===== config.mk =====
export PLATFORM = sky130hd
export DESIGN_NAME = packet_decoder_flat
export DESIGN_NICKNAME = d
export VERILOG_FILES = /design/src/rtl/packet_decoder_if.sv /design/src/rtl/packet_decoder.sv /design/src/flat_wrapper.sv
export SDC_FILE = /design/constraint.sdc
export NUM_CORES = 1
export LEC_CHECK = 0
export BUFFER_PORTS_ARGS = -buffer_cell sky130_fd_sc_hd__buf_2
export CAP_MARGIN = 20
export CORE_ASPECT_RATIO = 1.1
export CORE_MARGIN = 5
export CORE_UTILIZATION = 56
export CTS_BUF_LIST = sky130_fd_sc_hd__clkbuf_8 sky130_fd_sc_hd__clkbuf_16
export CTS_CLUSTER_SIZE = 28
export DETAILED_ROUTE_END_ITERATION = 7
export PLACE_DENSITY = 0.85
export SLEW_MARGIN = 15
export SYNTH_ARGS = -nofsm -noshare
export SYNTH_HDL_FRONTEND = slang
export SYNTH_SLANG_ARGS = --single-unit

===== constraint.sdc =====
create_clock -name clock -period 4.8 [get_ports clock]
set_clock_uncertainty 0.2 [all_clocks]
set_input_delay 0.72 -clock clock [delete_from_list [all_inputs] [get_ports clock]]
set_output_delay 0.72 -clock clock [all_outputs]
set_load 0.005 [all_outputs]

===== src/rtl/packet_decoder_if.sv =====
// ULPI RX byte stream into the USB packet decoder, and the decoded events and
// DATAx payload stream coming back out of it.
interface packet_decoder_if;
  logic        rx_tvalid_i;
  logic        rx_tlast_i;
  logic        rx_error_i;
  logic [7:0]  rx_tdata_i;

  logic [3:0]  usb_pid_o;
  logic        tok_recv_o;
  logic        tok_ping_o;
  logic        sof_recv_o;
  logic        hsk_recv_o;
  logic        usb_recv_o;
  logic [6:0]  tok_addr_o;
  logic [3:0]  tok_endp_o;
  logic [10:0] frame_o;
  logic        eop_recv_o;
  logic        crc_error_o;
  logic        crc_valid_o;
  logic        dec_idle_o;
  logic        m_tvalid_o;
  logic        m_tlast_o;
  logic [7:0]  m_tdata_o;

  modport master (
    output rx_tvalid_i, rx_tlast_i, rx_error_i, rx_tdata_i,
    input  usb_pid_o, tok_recv_o, tok_ping_o, sof_recv_o, hsk_recv_o, usb_recv_o,
           tok_addr_o, tok_endp_o, frame_o, eop_recv_o, crc_error_o, crc_valid_o,
           dec_idle_o, m_tvalid_o, m_tlast_o, m_tdata_o
  );

  modport slave (
    input  rx_tvalid_i, rx_tlast_i, rx_error_i, rx_tdata_i,
    output usb_pid_o, tok_recv_o, tok_ping_o, sof_recv_o, hsk_recv_o, usb_recv_o,
           tok_addr_o, tok_endp_o, frame_o, eop_recv_o, crc_error_o, crc_valid_o,
           dec_idle_o, m_tvalid_o, m_tlast_o, m_tdata_o
  );
endinterface


===== src/rtl/packet_decoder.sv =====
// USB packet decoder: PID/token/handshake decode with CRC5, DATAx payload
// streaming with CRC16 check and CRC bytes stripped via a 2-byte delay line.
module packet_decoder #(
  parameter int MAX_PAYLOAD = 1024
) (
  input logic             clock,
  input logic             reset,
  packet_decoder_if.slave bus
);

  typedef enum logic [2:0] {IDLE, TOK1, TOK2, DATA, DROP} state_t;

  localparam logic [10:0] LEN_MAX   = 11'(MAX_PAYLOAD + 2);
  localparam logic [4:0]  CRC5_RES  = 5'b01100;
  localparam logic [15:0] CRC16_RES = 16'hB001;

  // Residual over the 11 field bits plus the 5 transmitted CRC bits, wire order.
  function automatic logic [4:0] crc5_res(input logic [15:0] bits);
    logic [4:0] c;
    logic       fb;
    c = 5'h1F;
    for (int i = 0; i < 16; i++) begin
      fb = c[4] ^ bits[i];
      c  = {c[3:0], 1'b0} ^ (fb ? 5'h05 : 5'h00);
    end
    return c;
  endfunction

  function automatic logic [15:0] crc16_byte(input logic [15:0] c_in, input logic [7:0] d);
    logic [15:0] c;
    c = c_in;
    for (int i = 0; i < 8; i++)
      c = (c >> 1) ^ ((c[0] ^ d[i]) ? 16'hA001 : 16'h0000);
    return c;
  endfunction

  state_t      state, state_nx;
  logic [3:0]  pid_q, pid_nx, tpid_q, tpid_nx;
  logic [7:0]  b1_q, b1_nx;
  logic [6:0]  addr_q, addr_nx;
  logic [3:0]  endp_q, endp_nx;
  logic [10:0] frame_q, frame_nx;
  logic [10:0] cnt_q, cnt_nx;
  logic [15:0] crc_q, crc_nx;
  logic [7:0]  buf0_q, buf0_nx, buf1_q, buf1_nx;
  logic        drop_q, drop_nx;
  logic        tok_q, tok_nx, ping_q, ping_nx, sof_q, sof_nx, hsk_q, hsk_nx, usb_q, usb_nx;
  logic        eop_q, eop_nx, cerr_q, cerr_nx, cval_q, cval_nx;
  logic        mv_q, mv_nx, ml_q, ml_nx;
  logic [7:0]  md_q, md_nx;

  logic        v, last, err;
  logic [7:0]  din;
  logic [3:0]  pid;
  logic        pid_ok, is_tok, is_hsk, is_data;
  logic [10:0] cnt_inc;
  logic [15:0] crc_b;
  logic        len_ok;

  assign v       = bus.rx_tvalid_i;
  assign last    = bus.rx_tlast_i;
  assign err     = bus.rx_error_i;
  assign din     = bus.rx_tdata_i;
  assign pid     = din[3:0];
  assign pid_ok  = (din[7:4] == ~din[3:0]);
  assign is_tok  = (pid == 4'h1) || (pid == 4'h9) || (pid == 4'hD) || (pid == 4'h4) || (pid == 4'h5);
  assign is_hsk  = (pid == 4'h2) || (pid == 4'hA) || (pid == 4'hE) || (pid == 4'h6);
  assign is_data = (pid == 4'h3) || (pid == 4'hB) || (pid == 4'h7) || (pid == 4'hF);
  assign cnt_inc = (cnt_q == 11'h7FF) ? cnt_q : cnt_q + 11'd1;
  assign crc_b   = crc16_byte(crc_q, din);
  assign len_ok  = (cnt_inc >= 11'd2) && (cnt_inc <= LEN_MAX);

  always_ff @(posedge clock or negedge reset) begin
    if (!reset) state <= IDLE;
    else        state <= state_nx;
  end

  always_comb begin
    state_nx = state;
    pid_nx   = pid_q;   tpid_nx  = tpid_q;  b1_nx   = b1_q;
    addr_nx  = addr_q;  endp_nx  = endp_q;  frame_nx = frame_q;
    cnt_nx   = cnt_q;   crc_nx   = crc_q;
    buf0_nx  = buf0_q;  buf1_nx  = buf1_q;  drop_nx = drop_q;
    tok_nx   = 1'b0;    ping_nx  = 1'b0;    sof_nx  = 1'b0;
    hsk_nx   = 1'b0;    usb_nx   = 1'b0;    eop_nx  = 1'b0;
    cerr_nx  = 1'b0;    cval_nx  = 1'b0;
    mv_nx    = 1'b0;    ml_nx    = 1'b0;    md_nx   = md_q;

    case (state)
      IDLE: if (v) begin
        drop_nx = 1'b0;
        if (!pid_ok) begin
          state_nx = last ? IDLE : DROP;
        end else begin
          pid_nx = pid;
          if (is_tok) begin
            tpid_nx  = pid;
            state_nx = last ? IDLE : TOK1;
          end else if (is_hsk) begin
            if (last) hsk_nx = 1'b1;
            else      state_nx = DROP;
          end else if (is_data) begin
            usb_nx  = 1'b1;
            cnt_nx  = '0;
            crc_nx  = 16'hFFFF;
            buf0_nx = '0;
            buf1_nx = '0;
            // A PID-only DATAx packet is too short to carry its CRC.
            if (last) cerr_nx = 1'b1;
            else      state_nx = DATA;
          end else begin
            state_nx = last ? IDLE : DROP;
          end
        end
      end

      TOK1: begin
        if (err)           state_nx = (v && last) ? IDLE : DROP;
        else if (v && last) state_nx = IDLE;
        else if (v) begin
          b1_nx    = din;
          state_nx = TOK2;
        end
      end

      TOK2: begin
        if (err)      state_nx = (v && last) ? IDLE : DROP;
        else if (v && !last) state_nx = DROP;
        else if (v) begin
          state_nx = IDLE;
          if (crc5_res({din, b1_q}) == CRC5_RES) begin
            addr_nx  = b1_q[6:0];
            endp_nx  = {din[2:0], b1_q[7]};
            frame_nx = {din[2:0], b1_q};
            if (tpid_q == 4'h5) sof_nx = 1'b1;
            else begin
              tok_nx  = 1'b1;
              ping_nx = (tpid_q == 4'h4);
            end
          end
        end
      end

      DATA: begin
        if (err) begin
          if (v && last) begin
            cerr_nx  = 1'b1;
            state_nx = IDLE;
          end else begin
            drop_nx  = 1'b1;
            state_nx = DROP;
          end
        end else if (v) begin
          cnt_nx  = cnt_inc;
          crc_nx  = crc_b;
          buf0_nx = buf1_q;
          buf1_nx = din;
          // The two most recent bytes may be CRC, so only the oldest is released.
          if (cnt_q >= 11'd2 && cnt_q < LEN_MAX) begin
            mv_nx = 1'b1;
            md_nx = buf0_q;
            ml_nx = last;
          end
          if (last) begin
            state_nx = IDLE;
            if (crc_b == CRC16_RES && len_ok) begin
              eop_nx  = 1'b1;
              cval_nx = 1'b1;
            end else begin
              cerr_nx = 1'b1;
            end
          end
        end
      end

      DROP: if (v && last) begin
        state_nx = IDLE;
        cerr_nx  = drop_q;
      end

      default: state_nx = IDLE;
    endcase
  end

  always_ff @(posedge clock or negedge reset) begin
    if (!reset) begin
      pid_q  <= '0; tpid_q <= '0; b1_q    <= '0;
      addr_q <= '0; endp_q <= '0; frame_q <= '0;
      cnt_q  <= '0; crc_q  <= 16'hFFFF;
      buf0_q <= '0; buf1_q <= '0; drop_q  <= 1'b0;
      tok_q  <= 1'b0; ping_q <= 1'b0; sof_q <= 1'b0; hsk_q <= 1'b0; usb_q <= 1'b0;
      eop_q  <= 1'b0; cerr_q <= 1'b0; cval_q <= 1'b0;
      mv_q   <= 1'b0; ml_q   <= 1'b0; md_q  <= '0;
    end else begin
      pid_q  <= pid_nx;  tpid_q <= tpid_nx; b1_q    <= b1_nx;
      addr_q <= addr_nx; endp_q <= endp_nx; frame_q <= frame_nx;
      cnt_q  <= cnt_nx;  crc_q  <= crc_nx;
      buf0_q <= buf0_nx; buf1_q <= buf1_nx; drop_q  <= drop_nx;
      tok_q  <= tok_nx;  ping_q <= ping_nx; sof_q <= sof_nx; hsk_q <= hsk_nx; usb_q <= usb_nx;
      eop_q  <= eop_nx;  cerr_q <= cerr_nx; cval_q <= cval_nx;
      mv_q   <= mv_nx;   ml_q   <= ml_nx;   md_q  <= md_nx;
    end
  end

  assign bus.usb_pid_o   = pid_q;
  assign bus.tok_recv_o  = tok_q;
  assign bus.tok_ping_o  = ping_q;
  assign bus.sof_recv_o  = sof_q;
  assign bus.hsk_recv_o  = hsk_q;
  assign bus.usb_recv_o  = usb_q;
  assign bus.tok_addr_o  = addr_q;
  assign bus.tok_endp_o  = endp_q;
  assign bus.frame_o     = frame_q;
  assign bus.eop_recv_o  = eop_q;
  assign bus.crc_error_o = cerr_q;
  assign bus.crc_valid_o = cval_q;
  assign bus.dec_idle_o  = (state == IDLE);
  assign bus.m_tvalid_o  = mv_q;
  assign bus.m_tlast_o   = ml_q;
  assign bus.m_tdata_o   = md_q;

endmodule


===== src/flat_wrapper.sv =====
// flat-port wrapper written by rule: the top's interface ports become plain ports
module packet_decoder_flat 
#(
  parameter int MAX_PAYLOAD = 1024
)
  (clock, reset, bus_rx_tvalid_i, bus_rx_tlast_i, bus_rx_error_i, bus_rx_tdata_i, bus_usb_pid_o, bus_tok_recv_o, bus_tok_ping_o, bus_sof_recv_o, bus_hsk_recv_o, bus_usb_recv_o, bus_tok_addr_o, bus_tok_endp_o, bus_frame_o, bus_eop_recv_o, bus_crc_error_o, bus_crc_valid_o, bus_dec_idle_o, bus_m_tvalid_o, bus_m_tlast_o, bus_m_tdata_o);
  packet_decoder_if bus_i ();
  input logic clock;
  input logic reset;
  input wire logic [$bits(bus_i.rx_tvalid_i)-1:0] bus_rx_tvalid_i;
  input wire logic [$bits(bus_i.rx_tlast_i)-1:0] bus_rx_tlast_i;
  input wire logic [$bits(bus_i.rx_error_i)-1:0] bus_rx_error_i;
  input wire logic [$bits(bus_i.rx_tdata_i)-1:0] bus_rx_tdata_i;
  output wire logic [$bits(bus_i.usb_pid_o)-1:0] bus_usb_pid_o;
  output wire logic [$bits(bus_i.tok_recv_o)-1:0] bus_tok_recv_o;
  output wire logic [$bits(bus_i.tok_ping_o)-1:0] bus_tok_ping_o;
  output wire logic [$bits(bus_i.sof_recv_o)-1:0] bus_sof_recv_o;
  output wire logic [$bits(bus_i.hsk_recv_o)-1:0] bus_hsk_recv_o;
  output wire logic [$bits(bus_i.usb_recv_o)-1:0] bus_usb_recv_o;
  output wire logic [$bits(bus_i.tok_addr_o)-1:0] bus_tok_addr_o;
  output wire logic [$bits(bus_i.tok_endp_o)-1:0] bus_tok_endp_o;
  output wire logic [$bits(bus_i.frame_o)-1:0] bus_frame_o;
  output wire logic [$bits(bus_i.eop_recv_o)-1:0] bus_eop_recv_o;
  output wire logic [$bits(bus_i.crc_error_o)-1:0] bus_crc_error_o;
  output wire logic [$bits(bus_i.crc_valid_o)-1:0] bus_crc_valid_o;
  output wire logic [$bits(bus_i.dec_idle_o)-1:0] bus_dec_idle_o;
  output wire logic [$bits(bus_i.m_tvalid_o)-1:0] bus_m_tvalid_o;
  output wire logic [$bits(bus_i.m_tlast_o)-1:0] bus_m_tlast_o;
  output wire logic [$bits(bus_i.m_tdata_o)-1:0] bus_m_tdata_o;
  assign bus_i.rx_tvalid_i = bus_rx_tvalid_i;
  assign bus_i.rx_tlast_i = bus_rx_tlast_i;
  assign bus_i.rx_error_i = bus_rx_error_i;
  assign bus_i.rx_tdata_i = bus_rx_tdata_i;
  assign bus_usb_pid_o = bus_i.usb_pid_o;
  assign bus_tok_recv_o = bus_i.tok_recv_o;
  assign bus_tok_ping_o = bus_i.tok_ping_o;
  assign bus_sof_recv_o = bus_i.sof_recv_o;
  assign bus_hsk_recv_o = bus_i.hsk_recv_o;
  assign bus_usb_recv_o = bus_i.usb_recv_o;
  assign bus_tok_addr_o = bus_i.tok_addr_o;
  assign bus_tok_endp_o = bus_i.tok_endp_o;
  assign bus_frame_o = bus_i.frame_o;
  assign bus_eop_recv_o = bus_i.eop_recv_o;
  assign bus_crc_error_o = bus_i.crc_error_o;
  assign bus_crc_valid_o = bus_i.crc_valid_o;
  assign bus_dec_idle_o = bus_i.dec_idle_o;
  assign bus_m_tvalid_o = bus_i.m_tvalid_o;
  assign bus_m_tlast_o = bus_i.m_tlast_o;
  assign bus_m_tdata_o = bus_i.m_tdata_o;
  packet_decoder #(.MAX_PAYLOAD(MAX_PAYLOAD)) u_core (.clock(clock), .reset(reset), .bus(bus_i));
endmodule

After elaboration in Yosys (flattened, before gate mapping)
Cells that the tools add are included.
Widths: inputs -> output; s select.
{"block": "totals", "reg_bits": 102, "in_bits": 13, "output_inout_bits": 45, "word_cells": 275}
{"block": "op_classes", "addsub": 1, "n_lt_le_gt_ge": 4, "n_eq_ne": 39, "mux": 132, "bitwise": 51, "reduce_logical": 26}
{"op": "$mux 16", "n": 15}
{"op": "$xor 15x16->16", "n": 8}
{"op": "$mux 3", "n": 35}
{"op": "$mux 11", "n": 8}
{"op": "$xor 5x5->5", "n": 15}
{"op": "$mux 8", "n": 9}
{"op": "$mux 1", "n": 58}
{"op": "$pmux 16 s2", "n": 1}
{"op": "$pmux 8 s2", "n": 2}
{"op": "$eq 4x3->1 const B", "n": 6}
{"op": "$eq 4x4->1 const B", "n": 6}
{"op": "$xor 1x1->1", "n": 23}
{"op": "$ge 11x2->1 const B", "n": 2}
{"op": "$pmux 11 s2", "n": 1}
{"op": "$eq 16x16->1 const B", "n": 1}
{"op": "$reduce_and 4->1", "n": 4}
{"op": "$reduce_and 8->1", "n": 2}
{"op": "$pmux 3 s5", "n": 1}
{"op": "$ne 2x2->1 const B", "n": 7}
{"op": "$add 11x1->11 const B", "n": 1}
{"op": "$eq 11x11->1 const B", "n": 1}
{"op": "$le 11x11->1 const B", "n": 1}
{"op": "$lt 11x11->1 const B", "n": 1}
{"op": "$logic_or 1x1->1", "n": 10}
{"op": "21 further kinds", "n": 35}

Logic depth before layout (Yosys ltp)
{"block": "logic_depth", "word_depth": 53, "depth_mapped": 9, "ltp_nobuf": 8}

Least setup slack after synthesis
Ideal clock, no wire load.
{"block": "synth_path", "path_kind": "in2reg", "start": "input port bus_rx_tdata_i[2]", "end": "register u_core.frame_q[1], in the netlist u_core.bus.frame_o[1]", "setup_time_ns": 0.125, "arrival_ns": 2.385, "t_required_ns": 4.475, "path_slack_ns": 2.090, "cell_stages": 9, "path_buffers": 2, "cell_sequence": "buf_2 -> xnor2_1 -> xnor2_1 -> xnor2_1 -> or2_2 -> o221ai_1 -> o211ai_2 -> buf_6 -> mux2_4"}
{"block": "synth_via", "elab_chain_cells": 12, "elab_cells_between_ends": 14}
{"element": "from (decl)", "line": "flat_wrapper.sv:13", "text": "input wire logic [$bits(bus_i.rx_tdata_i)-1:0] bus_rx_tdata_i;"}
{"element": "$xor 1x1->1 (*)", "line": "packet_decoder.sv:23", "text": "fb = c[4] ^ bits[i];"}
{"element": "$mux 3 (*)", "line": "packet_decoder.sv:24", "text": "c = {c[3:0], 1'b0} ^ (fb ? 5'h05 : 5'h00);"}
{"element": "$xor 5x5->5 (*) (5 in series)", "line": "packet_decoder.sv:24"}
{"element": "$xor 1x1->1 or $xor 5x5->5 (tied branches)", "line": "packet_decoder.sv:23, packet_decoder.sv:24"}
{"element": "$mux 3 or $xor 5x5->5 (tied branches)", "line": "packet_decoder.sv:24"}
{"element": "$xor 5x5->5 (*)", "line": "packet_decoder.sv:24"}
{"element": "$eq 5x4->1 (*)", "line": "packet_decoder.sv:131", "text": "if (crc5_res({din, b1_q}) == CRC5_RES) begin"}
{"element": "$reduce_and 5->1 (no source line) (*)"}
{"element": "to (signal assigned)", "line": "packet_decoder.sv:196", "text": "addr_q <= addr_nx; endp_q <= endp_nx; frame_q <= frame_nx;"}
{"element": "to (decl)", "line": "packet_decoder.sv:42", "text": "logic [10:0] frame_q, frame_nx;"}
Every way passes the cells marked *; elsewhere a longest branch is shown, timed or not.
A chain may end at the register's enable or synchronous reset.

Final worst setup path
{"block": "layout_path", "start": "register u_core.cnt_q[0]", "end": "register u_core.eop_q, in the netlist u_core.bus.eop_recv_o"}
{"block": "layout_via", "elab_chain_cells": 10, "elab_cells_between_ends": 12}
{"element": "from (decl)", "line": "packet_decoder.sv:43", "text": "logic [10:0] cnt_q, cnt_nx;"}
{"element": "from (signal assigned)", "line": "packet_decoder.sv:197", "text": "cnt_q <= cnt_nx; crc_q <= crc_nx;"}
{"element": "$add 11x1->11 or $eq 11x11->1 (tied branches)", "line": "packet_decoder.sv:69", "text": "assign cnt_inc = (cnt_q == 11'h7FF) ? cnt_q : cnt_q + 11'd1;"}
{"element": "$mux 11 (*)", "line": "packet_decoder.sv:69"}
{"element": "$ge 11x2->1 or $le 11x11->1 (tied branches)", "line": "packet_decoder.sv:71", "text": "assign len_ok = (cnt_inc >= 11'd2) && (cnt_inc <= LEN_MAX);"}
{"element": "$logic_and 1x1->1 (*)", "line": "packet_decoder.sv:71"}
{"element": "$logic_and 1x1->1 (*)", "line": "packet_decoder.sv:166", "text": "if (crc_b == CRC16_RES && len_ok) begin"}
{"element": "$mux 1 (*) (5 in series)"}
{"element": "named net u_core.cval_nx", "line": "packet_decoder.sv:48", "text": "logic eop_q, eop_nx, cerr_q, cerr_nx, cval_q, cval_nx;"}
{"element": "to (signal assigned)", "line": "packet_decoder.sv:200", "text": "eop_q <= eop_nx; cerr_q <= cerr_nx; cval_q <= cval_nx;"}
{"element": "to (decl)", "line": "packet_decoder.sv:48"}
Mark *: on every way through the listed nets, which the timed path passes. The rest lies on a longest branch.

==> reports/qor.txt <==
Fmax: 0.330 GHz
CTS Buf Count: 9
# nets final: 507
Period utilization: 63.2%
Initial antenna violation count: 0
Vias: 3,527
Floorplan core area: 7960 sq um
Synth area leader: dfrtp_1
Status: finished, final reports clean
Synth Net Count: 469
Setup crit end: u_core.bus.eop_recv_o
I/O Buffers: 57
DP Area: 4860 sq um
R2R setup slack: 1.77 ns
Fin. Hold Viols: 0
GP Congestion: 0.887
Ranking of synthesized cells by area: dfrtp_1, dfstp_2, xnor2_1, mux2_2, nand2_1
Minimum clock period: 3.03 ns
Largest net degree at the start of global routing: 61
Setup Fix Bufs, Post-CTS: 0
Initial Utilization: 57.6%
Syn avg cell area: 10.1 sq um
Antenna diodes: 0
Share of cells above drive strength 1: 26.7%
Commonest non-fill, non-tap cell in the layout: dfrtp_1
Die area: 10,100 sq um
H-tree Lvls: 3
Reg clk slew, reported paths: 0.10 ns
CP Cell Sequence: ha_1, and4_1, and4_1, o311ai_0, o221ai_1, o32a_1, a211oi_1, nor2b_1
Setup TNS: 0 ns
Startpoint Class: register
I/O Pins: 58
Cell family with most CP delay: compound AO/OA/AOI/OAI gates
Clock Sinks: 91
Max-slew headroom: 42.5%
Post-Synthesis Cells: 455
IR drop worst, VDD: 164 uV
Post-Syn Area: 4580 sq um
Crit Path Max Fanout: 7
Util after Layout: 63.6%
Initial DRC Count: 299
Most used DFF post-synth: dfrtp_1
R2r startpoint: u_core.cnt_q[0]
Critical path class: register to register
Final instance area: 5060 sq um
Die W: 96.2 um
Dpl hpwl: 6970 um
Total grt overflow: 0
Vias in the first global route: 3,241
Max-cap violations: 0
CTS resizes: 0
Synth Register Bits: 91
RSZ-0062 raised after global routing: false
Synth warnings: 0
Least-Margin Pin Slew: 0.860 ns
Clk buf depth: 2
Ys async rst share: 100%
Clock Tree Root: clkbuf_8
Worst Hold Class: primary input to asynchronous set/reset pin
CTS tree: built
Final count of negative-setup-slack endpoints: 0
Filler cells: 628
Static Leakage: 2.43 nW
Yosys top cell area share: 41.0%
Fin Hold WS: 0.198 ns
Drt drc: 0
CP Depth: 8
Crit path largest cell delay: 0.44 ns
Crit path from: u_core.cnt_q[0]
Critical-path top delay cell: dfrtp_1
Slew Limit Fails: 0
Die height: 105 um
FF-to-FF End: u_core.bus.eop_recv_o
PwrDens: 395 nW/um^2
Wirelength per Cell: 16.3 um
Most frequent cell on the critical path: and4_1
Worst path buffer plus inverter count: 0
Layout area overhead: 10.5%
Commonest cells after routing, fill and taps aside: dfrtp_1, nand2_1, buf_2
Unique masters post-synth: 53
Routed WL: 9850 um
EDFF count, synth: 0
Seq/Total Area, Yosys: 50.1%
Drt pass-1 iters: 5
CP arrival: 3.12 ns
R2R depth: 8
First-pass GRT wire length: 16,200 um
Vias per cell: 5.82
Clk_lat worst skew: 0.37 ns
Number of hold buffers added after cts: 0
Total Routing Usage GR: 20.3%
Site Rows: 34
CP required: 4.89 ns
Post-route ant nets: 0
Crit end category: register
[state kept, by name, indices dropped and copies added (netlist names), 3 cells and up]
| name | cells |
|---|---|
| u_core.crc_q | 16 |
| u_core.bus.frame_o | 11 |
| u_core.cnt_q | 11 |
| u_core.b1_q | 8 |
| u_core.buf0_q | 8 |
| u_core.buf1_q | 8 |
| u_core.bus.m_tdata_o | 8 |
| u_core.bus.usb_pid_o | 4 |
| u_core.tpid_q | 4 |
| u_core.state | 3 |
[stage by stage]
stage / instances / worst slack [ns] / total power, mW
6_report: 606 / 1.77 / 2.00
3_3_place_gp: 590 / 1.79 / 1.45
2_1_floorplan: 455 / 2.09 / 1.34
5_1_grt: 606 / 1.60 / 2.09
3_5_place_dp: 590 / 1.67 / 1.48
4_1_cts: 606 / 1.84 / 2.00
[per-layer routing]
metal	GRT usage, %	wire length [um]	up-vias
met5	0	0	-
met4	5.89	140	0
met3	3.67	578	16
met2	31.9	4850	127
met1	28.6	4280	1736
li1	-	-	1648
[how the worst min path moves through the flow]
stage                           from                    end  slack, ns  depth (start not counted)
floorplan                      reset         u_core.b1_q[0]       0.22                          0
global placement    u_core.crc_q[11]        u_core.crc_q[3]       0.25                          2
detailed placement  u_core.crc_q[12]        u_core.crc_q[4]       0.26                          2
CTS                            reset  u_core.bus.sof_recv_o       0.24                          1
global route                   reset  u_core.bus.sof_recv_o       0.28                          1
finish                         reset  u_core.bus.tok_recv_o       0.20                          1
[cells by family (layout without fill, tap and decap cells)]
kind of cell	after synthesis	count (layout)	share of synthesized area, %
simple gates	170	170	18.0
compound gates	77	77	10.4
fa+ha+maj	1	1	0.273
flops	91	91	50.1
mux	31	31	8.16
xor+xnor	44	44	8.41
buf+inv	41	84	4.64
[cells in the mapped netlist (2+ instances only)]
| master | number |
|---|---|
| dfrtp_1 | 75 |
| nand2_1 | 67 |
| o21ai_0 | 37 |
| xnor2_1 | 37 |
| nand3_1 | 28 |
| mux2_2 | 23 |
| nor2_1 | 21 |
| clkbuf_1 | 16 |
| dfstp_2 | 16 |
| nor3_1 | 15 |
| a21oi_1 | 14 |
| buf_4 | 12 |
| mux2_4 | 7 |
| xor2_1 | 7 |
| and3_1 | 6 |
| nand4_1 | 6 |
| inv_1 | 5 |
| buf_2 | 4 |
| nor4b_1 | 4 |
| o221ai_1 | 4 |
| o31ai_1 | 4 |
| and4_1 | 3 |
| nand2b_1 | 3 |
| nand3b_1 | 3 |
| nor2b_1 | 3 |
| or2_2 | 3 |
| a211oi_1 | 2 |
| and2_1 | 2 |
| buf_1 | 2 |
| nor4_1 | 2 |
| o22ai_1 | 2 |
[cell type report]
| class | count | area, sq um | area share [%] |
|---|---|---|---|
| inverters | 5 | 18.8 | 0.371 |
| clock inverters | 7 | 75.1 | 1.48 |
| clock buffers | 9 | 124 | 2.45 |
| repair buffers | 63 | 333 | 6.58 |
| multi-input cells | 323 | 2080 | 41.1 |
| well taps | 108 | 135 | 2.67 |
| flip-flops and latches | 91 | 2300 | 45.4 |
[where the power goes]
part / internal (mW) / leakage (nW) / switching (mW)
clock network: 0.243 / 0.0976 / 0.280
registers: 0.885 / 1.20 / 0.0791
logic: 0.228 / 1.13 / 0.282
total: 1.36 / 2.43 / 0.641
[worst reg2reg max path, stage by stage, from the launching register on]
cell and delay [ns]:
dfrtp_1 0.44, ha_1 0.29, and4_1 0.27, and4_1 0.22, o311ai_0 0.39, o221ai_1 0.25
o32a_1 0.38, a211oi_1 0.31, nor2b_1 0.20
Note: power is estimated with default switching activity, not from simulation.
